[src/rtl/dac_i2s_tx.sv]
// rtl/dac_i2s_tx.sv - FIFO-buffered mono-to-stereo I2S transmitter clocked from clk_dac
module dac_i2s_tx #(
  parameter int SAMPLE_WIDTH = 16,
  parameter int SLOT_WIDTH   = 32,
  parameter int BCLK_DIV     = 4,
  parameter int FIFO_DEPTH   = 4
) (
  input  logic                          clk_dac,
  input  logic                          reset_n,
  input  logic                          sample_valid,
  input  logic [SAMPLE_WIDTH-1:0]       sample,
  input  logic                          clear_flags,
  output logic                          bclk,
  output logic                          lrclk,
  output logic                          sdata,
  output logic [$clog2(FIFO_DEPTH):0]   fifo_level,
  output logic                          overflow,
  output logic                          underrun
);

  localparam int AW    = $clog2(FIFO_DEPTH);
  localparam int CW    = AW + 1;
  localparam int DW    = (BCLK_DIV > 1) ? $clog2(BCLK_DIV) : 1;
  localparam int FRAME = 2 * SLOT_WIDTH;
  localparam int BW    = $clog2(FRAME);
  localparam int PAD   = SLOT_WIDTH - SAMPLE_WIDTH;

  if (SAMPLE_WIDTH > SLOT_WIDTH || BCLK_DIV < 1 || FIFO_DEPTH < 2 ||
      (FIFO_DEPTH & (FIFO_DEPTH - 1)) != 0) begin : g_param_check
    $error("dac_i2s_tx: illegal parameter combination");
  end

  logic [DW-1:0]           div_cnt;
  logic [BW-1:0]           bit_cnt, bit_nxt;
  logic [SAMPLE_WIDTH-1:0] held, held_nxt;
  logic [SAMPLE_WIDTH-1:0] mem [FIFO_DEPTH];
  logic [SLOT_WIDTH-1:0]   shift_q, shift_nxt;
  logic [AW-1:0]           wr_ptr, rd_ptr;
  logic [CW-1:0]           count;
  logic div_wrap, fall_tick, frame_start, mid_frame;
  logic fifo_empty, fifo_full, pop, push, ovf_set, unr_set;

  assign div_wrap    = (div_cnt == DW'(BCLK_DIV - 1));
  assign fall_tick   = div_wrap & bclk;
  assign bit_nxt     = (bit_cnt == BW'(FRAME - 1)) ? '0 : bit_cnt + 1'b1;
  assign frame_start = fall_tick && (bit_nxt == '0);
  assign mid_frame   = fall_tick && (bit_nxt == BW'(SLOT_WIDTH));

  // A pop only ever happens at frame start, so a same-cycle push into an empty FIFO is never bypassed
  assign fifo_empty = (count == '0);
  assign fifo_full  = (count == CW'(FIFO_DEPTH));
  assign pop        = frame_start & ~fifo_empty;
  assign push       = sample_valid & (~fifo_full | pop);
  assign ovf_set    = sample_valid & fifo_full & ~pop;
  assign unr_set    = frame_start & fifo_empty;
  assign fifo_level = count;

  always_comb begin
    held_nxt  = held;
    shift_nxt = shift_q << 1;
    if (pop) held_nxt = mem[rd_ptr];
    if (frame_start)    shift_nxt = SLOT_WIDTH'(held_nxt) << PAD;
    else if (mid_frame) shift_nxt = SLOT_WIDTH'(held) << PAD;
  end

  always_ff @(posedge clk_dac or negedge reset_n) begin
    if (!reset_n) begin
      div_cnt <= '0;
      bclk    <= 1'b0;
      bit_cnt <= BW'(FRAME - 1);
      lrclk   <= 1'b0;
      sdata   <= 1'b0;
      held    <= '0;
      shift_q <= '0;
    end else begin
      div_cnt <= div_wrap ? '0 : div_cnt + 1'b1;
      if (div_wrap) bclk <= ~bclk;
      if (fall_tick) begin
        bit_cnt <= bit_nxt;
        lrclk   <= (bit_nxt >= BW'(SLOT_WIDTH - 1)) && (bit_nxt <= BW'(FRAME - 2));
        held    <= held_nxt;
        shift_q <= shift_nxt;
        sdata   <= shift_nxt[SLOT_WIDTH-1];
      end
    end
  end

  always_ff @(posedge clk_dac) begin
    if (push) mem[wr_ptr] <= sample;
  end

  always_ff @(posedge clk_dac or negedge reset_n) begin
    if (!reset_n) begin
      wr_ptr   <= '0;
      rd_ptr   <= '0;
      count    <= '0;
      overflow <= 1'b0;
      underrun <= 1'b0;
    end else begin
      if (push) wr_ptr <= wr_ptr + 1'b1;
      if (pop)  rd_ptr <= rd_ptr + 1'b1;
      case ({push, pop})
        2'b10:   count <= count + 1'b1;
        2'b01:   count <= count - 1'b1;
        default: count <= count;
      endcase
      if (ovf_set)          overflow <= 1'b1;
      else if (clear_flags) overflow <= 1'b0;
      if (unr_set)          underrun <= 1'b1;
      else if (clear_flags) underrun <= 1'b0;
    end
  end

endmodule

[config.mk]
export PLATFORM = sky130hd
export DESIGN_NAME = dac_i2s_tx
export DESIGN_NICKNAME = d
export VERILOG_FILES = /design/src/rtl/dac_i2s_tx.sv
export SDC_FILE = /design/constraint.sdc
export NUM_CORES = 1
export LEC_CHECK = 0
export ABC_CLOCK_PERIOD_IN_PS = 4700
export BUFFER_PORTS_ARGS = -buffer_cell sky130_fd_sc_hd__buf_4
export CORE_ASPECT_RATIO = 0.9
export CORE_MARGIN = 4
export CORE_UTILIZATION = 40
export CTS_BUF_LIST = sky130_fd_sc_hd__clkbuf_4 sky130_fd_sc_hd__clkbuf_8 sky130_fd_sc_hd__clkbuf_16
export CTS_CLUSTER_SIZE = 14
export DETAILED_ROUTE_END_ITERATION = 6
export PLACE_DENSITY = 0.56
export SLEW_MARGIN = 20
export SYNTH_ARGS = -nofsm -noshare
export SYNTH_HDL_FRONTEND = slang
export SYNTH_SLANG_ARGS = --single-unit
[constraint.sdc]
create_clock -name clk_dac -period 4.7 [get_ports clk_dac]
set_clock_uncertainty 0.15 [all_clocks]
set_input_delay 0.94 -clock clk_dac [delete_from_list [all_inputs] [get_ports clk_dac]]
set_output_delay 0.94 -clock clk_dac [all_outputs]
set_load 0.01 [all_outputs]
==> metrics, run 1 <==
Max Fclk=274 MHz; vias in the first global route=3046; antenna violations before repair=0; ant diodes=0; CTS tree=done; post-CTS sizing=0; Min Clock Period, post-route=3650 ps; status=finished clean; Die Span Y=roughly 110 um; maximum vdd drop=0.399 mV; Hold Fails Final Rpt=0; Vias=2842; GR Util met2=22.5%; port buffer count=27; synthesized area per cell=15.1 sq um; FFs w/ async S/R, synth=44.3%; Cell variety after synth=50; Power Total=3010 uW; syn_nets=about 360; hold slack=roughly 270 ps; core area=12100 sq um; Root Driver=clkbuf_16; register area share after synthesis=64.6%; setup tns final=0 ps; Critical Path RT=4830 ps; commonest cells after routing, fill and taps aside=64 x edfxtp_1, 44 x dfrtp_1, 36 x buf_4, 34 x nand2_1, 32 x nand3_1; number of flops mapped to enable cells by yosys=64; Synth Flop Type=edfxtp_1; final slew viol count=0; first-pass GRT wire length=16400 um; Worst setup EP type=flip-flop; CP peak stage delay=600 ps; CP max stage cell=and2_1; Clock Tree Buf Depth=2; CP most frequent cell=nand2_1; Post-CTS Setup Repair Bufs=0; Least-Margin Pin Slew=just over 900 ps; count of final setup violators=0; Leak=0.00240 uW; GPL Wtd Cong=0.800; Vias/cell=5.30; RSZ-0062 raised after global routing=false; dpl hpwl=between 6000 and 7000 um; met3 Use GR=4.78%; clk_lat worst skew=approximately 400 ps; H-Tree Depth=4; startpoint types=flip-flop; Die ar.=14200 sq um; Max Cap Violations=0; Core Util, Final=around half; Worst Hold Class=flip-flop to flip-flop; GR Layer Usage met1=around a fifth; Placed Cells=504; Yosys reg bits=115; CTS buffer count=17; GR peak layer=met2; DRC=0; DRT Pass-1 Iters=4; io pins=28; Syn-to-layout area delta=20.8%; GR Overflow Total=0; number of clock sinks=115; CP max FO=20; commonest non-fill, non-tap cell in the layout=edfxtp_1; Post-Syn Area=4960 sq um; layout cells sized above 1=28.5%; Total Wirelength=a little under 10000 um; fin crit share=77.7%; largest net degree at the start of global routing=52; Ys Warns=0; Cells after Synth=~330; clock slew at reported path FFs=60 ps; WL per Instance=18.1 um; Die Span X=between 100 and 150 um; Final Non-Filler Cells=536; Layout Nets=393; gr usage total=around 15%; Slew HR=37.7%; kind of critical path=flip-flop to flip-flop; fillers=1040; CP cell instances=ha_1 -> and2_1 -> nand2_1 -> a311o_1 -> nor3_1 -> nand2_1 -> fa_1 -> nor2b_1 -> a2bb2oi_1 -> o211ai_1; initial core utilization=between 40% and 50%; hold-fix buffers at CTS=0; antenna viol nets, final=0; Site Rows=38; Crit path arrival time=3780 ps; Starting DRT DRC Count=around 290; Power Density=between 500 and 600 nW/um^2
[state kept, by name, indices dropped and copies added (netlist names)]
register    flops
bclk            1
bit_cnt         6
div_cnt         2
fifo_level      3
held           16
lrclk           1
mem            64
overflow        1
rd_ptr          2
sdata           1
shift_q        15
underrun        1
wr_ptr          2
[metal layers]
layer	vias up	routed length (um)
met3	9	325
met1	1453	4580
li1	1327	-
met4	0	119
met5	-	0
met2	53	4650
[per-stage QoR]
step / area (sq um) / worst slack [ps]
after detailed placement: 5330 / 1050
final: 5990 / 1050
after floorplan: 4960 / 1620
after global routing: 5990 / 748
after global placement: 5330 / 1140
after CTS: 5990 / 1040
[report_power, final]
part / internal (uW) / total (uW) / switching, uW
logic: 126 / 305 / 179
registers: 1210 / 1270 / 51.8
clock network: 989 / 1440 / 452
[cell usage after synthesis (2+ instances only)]
cell type,number,share of area (%)
edfxtp_1,64,39
dfrtp_1,45,23
nand2_1,34,2.6
nand3_1,32,3.2
mux4_2,16,7.3
a221o_1,15,3.0
clkbuf_1,10,0.76
ha_1,9,2.3
inv_1,8,0.61
mux2_4,7,2.1
o21ai_0,7,0.71
and3_1,6,0.76
buf_2,6,0.61
dfstp_2,6,3.2
mux2_2,6,1.4
nor2_1,5,0.38
xnor2_1,5,0.88
mux2_1,4,0.91
xor2_1,4,0.71
o31ai_1,3,0.45
a21oi_1,2,0.20
nand2b_1,2,0.25
nand3b_1,2,0.30
nand4_1,2,0.25
o221ai_1,2,0.35
o32ai_1,2,0.35
[worst max-delay path, delay by kind of cell (launching register included)]
family | cells | cell delay [ps]
AO/OA/AOI/OAI | 3 | 830
adder cells (fa/ha/maj) | 2 | 650
flip-flops | 1 | 340
AND/OR/NAND/NOR | 5 | 1560
[path summary, 6_finish.rpt]
| check | startpoint | end | slack [ps] | cells after the start |
|---|---|---|---|---|
| setup / recovery | div_cnt[0] | fifo_level[2] | 1050 | 10 |
| hold / removal | div_cnt[0] | div_cnt[0] | 270 | 1 |
| setup reg to reg | div_cnt[0] | fifo_level[2] | 1050 | 10 |
| hold reg to reg | div_cnt[0] | div_cnt[0] | 270 | 1 |
| max in group asynchronous | reset_n | rd_ptr[0] | 3510 | 1 |
| min in group asynchronous | reset_n | bclk | 420 | 1 |
[cells by family after synthesis]
group / after synthesis / share of synthesized area, %
simple gates: 91 / 9.13
mux: 35 / 12.3
flops: 115 / 64.6
fa+ha+maj: 10 / 2.67
xor+xnor: 9 / 1.59
buf+inv: 28 / 2.72
compound gates: 40 / 6.94
[cell type report]
cell class / instances / area [sq um] / share of cell area (%)
Sequential cell: 115 / 3210 / 53.5
Multi-Input combinational cell: 185 / 1620 / 27.1
Clock buffer: 17 / 425 / 7.10
Timing Repair Buffer: 36 / 270 / 4.51
Clock inverter: 15 / 236 / 3.95
Tap cell: 160 / 200 / 3.34
Inverter: 8 / 30.0 / 0.501
Note: power is estimated with default switching activity, not from simulation.
==> run 2, diff against run 1 <==
--- a/config.mk
+++ b/config.mk
@@ -5,7 +5,7 @@
 export SDC_FILE = /design/constraint.sdc
 export NUM_CORES = 1
 export LEC_CHECK = 0
-export ABC_CLOCK_PERIOD_IN_PS = 4700
+export ABC_CLOCK_PERIOD_IN_PS = 3770
 export BUFFER_PORTS_ARGS = -buffer_cell sky130_fd_sc_hd__buf_4
 export CORE_ASPECT_RATIO = 0.9
 export CORE_MARGIN = 4
==> constraint.sdc (replaced) <==
create_clock -name clk_dac -period 3.77 [get_ports clk_dac]
set_clock_uncertainty 0.15 [all_clocks]
set_input_delay 0.754 -clock clk_dac [delete_from_list [all_inputs] [get_ports clk_dac]]
set_output_delay 0.754 -clock clk_dac [all_outputs]
set_load 0.01 [all_outputs]
==> run 2 against run 1 <==
  * Sequential share of layout area rose by 0.92 points
  * Sequential power increased by 24%
  * Critical path depth stayed put
  * Via count hardly changed
  * Register-to-register slack worse by 470 ps
  * Critical path type unchanged
  * Largest cell class unchanged
==> metrics, run 2 (synthesized netlist as in run 1, its figures left out) <==
Die Span X=125 um (unchanged); status=finished clean; dpl hpwl=5800 um (-5.2%); RSZ-0062 raised after global routing=false; CP max FO=8 (-60%); Crit path arrival time=3310 ps (-470 ps); fillers=1052 (+1.2%); count of final setup violators=0 (unchanged); GR Util met2=22.9% (+0.32 points); Root Driver=clkbuf_16; fin crit share=84.7% (+7.0 points); Min Clock Period, post-route=3190 ps (-457 ps); commonest cells after routing, fill and taps aside=64 x edfxtp_1, 45 x dfrtp_1, 39 x buf_4, 34 x nand2_1, 32 x nand3_1; Die Span Y=114 um (unchanged); Syn-to-layout area delta=18.7%; CTS tree=done; Largest Register=mem; Least-Margin Pin Slew=920 ps (-12.3 ps); vias in the first global route=3027 (-0.62%); port buffer count=27 (unchanged); number of clock sinks=115 (unchanged); CP most frequent cell=nand2_1; clk_lat worst skew=400 ps (about the same); Core Util, Final=48.8% (-0.86 points); largest net degree at the start of global routing=52 (unchanged); clock slew at reported path FFs=50 ps (about the same); ant diodes=0 (unchanged); Vias=2844 (+0.070%); biggest regs=mem x64, held x16, shift_q x15; DRC=0 (unchanged); Worst Hold Class=input pin to async pin; gr usage total=14.6% (-0.26 points); Post-CTS Setup Repair Bufs=0 (unchanged); Die ar.=14200 sq um (unchanged); antenna viol nets, final=0 (unchanged); startpoint types=flip-flop; core area=12100 sq um (unchanged); Total Wirelength=9410 um (-2.8%); layout cells sized above 1=28.0% (-0.49 points); Site Rows=38 (unchanged); GR Overflow Total=0 (unchanged); maximum vdd drop=0.399 mV (-0.11%); Starting DRT DRC Count=157 (-46%); commonest non-fill, non-tap cell in the layout=edfxtp_1; Power Density=572 nW/um^2 (+14%); CP peak stage delay=620 ps (+20 ps); DRT Pass-1 Iters=4 (unchanged); initial core utilization=41.1% (unchanged); Vias/cell=5.28 (-0.49%); max reg flops=64 (unchanged); antenna violations before repair=0 (unchanged); WP buf/inv=0 (unchanged); GR peak layer=met2; H-Tree Depth=4 (unchanged); WL per Instance=17.5 um (-3.3%); GPL Wtd Cong=0.854 (+6.8%); kind of critical path=flip-flop to flip-flop; CTS buffer count=17 (unchanged); post-CTS sizing=0 (unchanged); GR Layer Usage met1=19.7% (-0.84 points); met3 Use GR=4.73% (-0.047 points); Max Fclk=313 MHz (+14%); CP max stage cell=dfstp_2; hold-fix buffers at CTS=0 (unchanged); final slew viol count=0 (unchanged); Layout Nets=396 (+0.76%); Clock Tree Buf Depth=2 (unchanged); setup tns final=0 ps (unchanged); first-pass GRT wire length=16200 um (-1.2%); Critical Path RT=3890 ps (-940 ps); CP cell instances=ha_1 -> and4_1 -> nand2_1 -> a311o_1 -> nor3_1 -> nand2_1 -> fa_1 -> nor2b_1 -> a2bb2oi_1 -> o211ai_1; io pins=28 (unchanged); Leak=0.00238 uW (-0.92%); Slew HR=38.5% (+0.82 points); Max Cap Violations=0 (unchanged); critical path's top delay family=simple AND/OR/NAND/NOR gates; Worst setup EP type=flip-flop; Hold Fails Final Rpt=0 (unchanged)
run 2: layout make-up:
cell class / count / area, sq um / share of cell area (%)
Inverter: 8 / 30.0 / 0.510
Timing Repair Buffer: 39 / 293 / 4.97
Multi-Input combinational cell: 185 / 1620 / 27.6
Tap cell: 160 / 200 / 3.40
Sequential cell: 115 / 3210 / 54.4
Clock buffer: 24 / 503 / 8.54
Clock inverter: 8 / 33.8 / 0.574
run 2: final timing paths:
check,endpoint,slack (ps),start,depth (start not counted)
worst max-delay path,fifo_level[2],580,bit_cnt[0],10
worst min-delay path,lrclk,240,reset_n,1
worst max register to register,fifo_level[2],580,bit_cnt[0],10
worst min register to register,div_cnt[0],280,div_cnt[0],1
max in group asynchronous,held[5],2790,reset_n,1
min in group clk_dac,div_cnt[0],280,div_cnt[0],1
run 2: metal layers:
layer | vias to the layer above | share of wire [%]
met3 | 4 | 4.0
met1 | 1443 | 46
li1 | 1336 | -
met2 | 61 | 50
met5 | - | 0
met4 | 0 | 0.55
run 2: per-stage QoR:
step | worst slack, ps | cells | power [uW] | hold WS, ps | area [sq um]
6_report | 576 | 539 | 3370 | 238 | 5890
5_1_grt | 308 | 539 | 3530 | 276 | 5890
4_1_cts | 583 | 539 | 3420 | 248 | 5890
3_5_place_dp | 604 | 507 | 1990 | 275 | 5350
3_3_place_gp | 693 | 507 | 1980 | 264 | 5350
2_1_floorplan | 692 | 328 | 1810 | 253 | 4960
run 2: where the power goes:
part | switching, uW | internal (uW) | total (uW) | leakage, uW
clock | 502 | 913 | 1420 | 0.000272
combinational | 222 | 158 | 380 | 0.000842
sequential | 61.9 | 1510 | 1580 | 0.00126
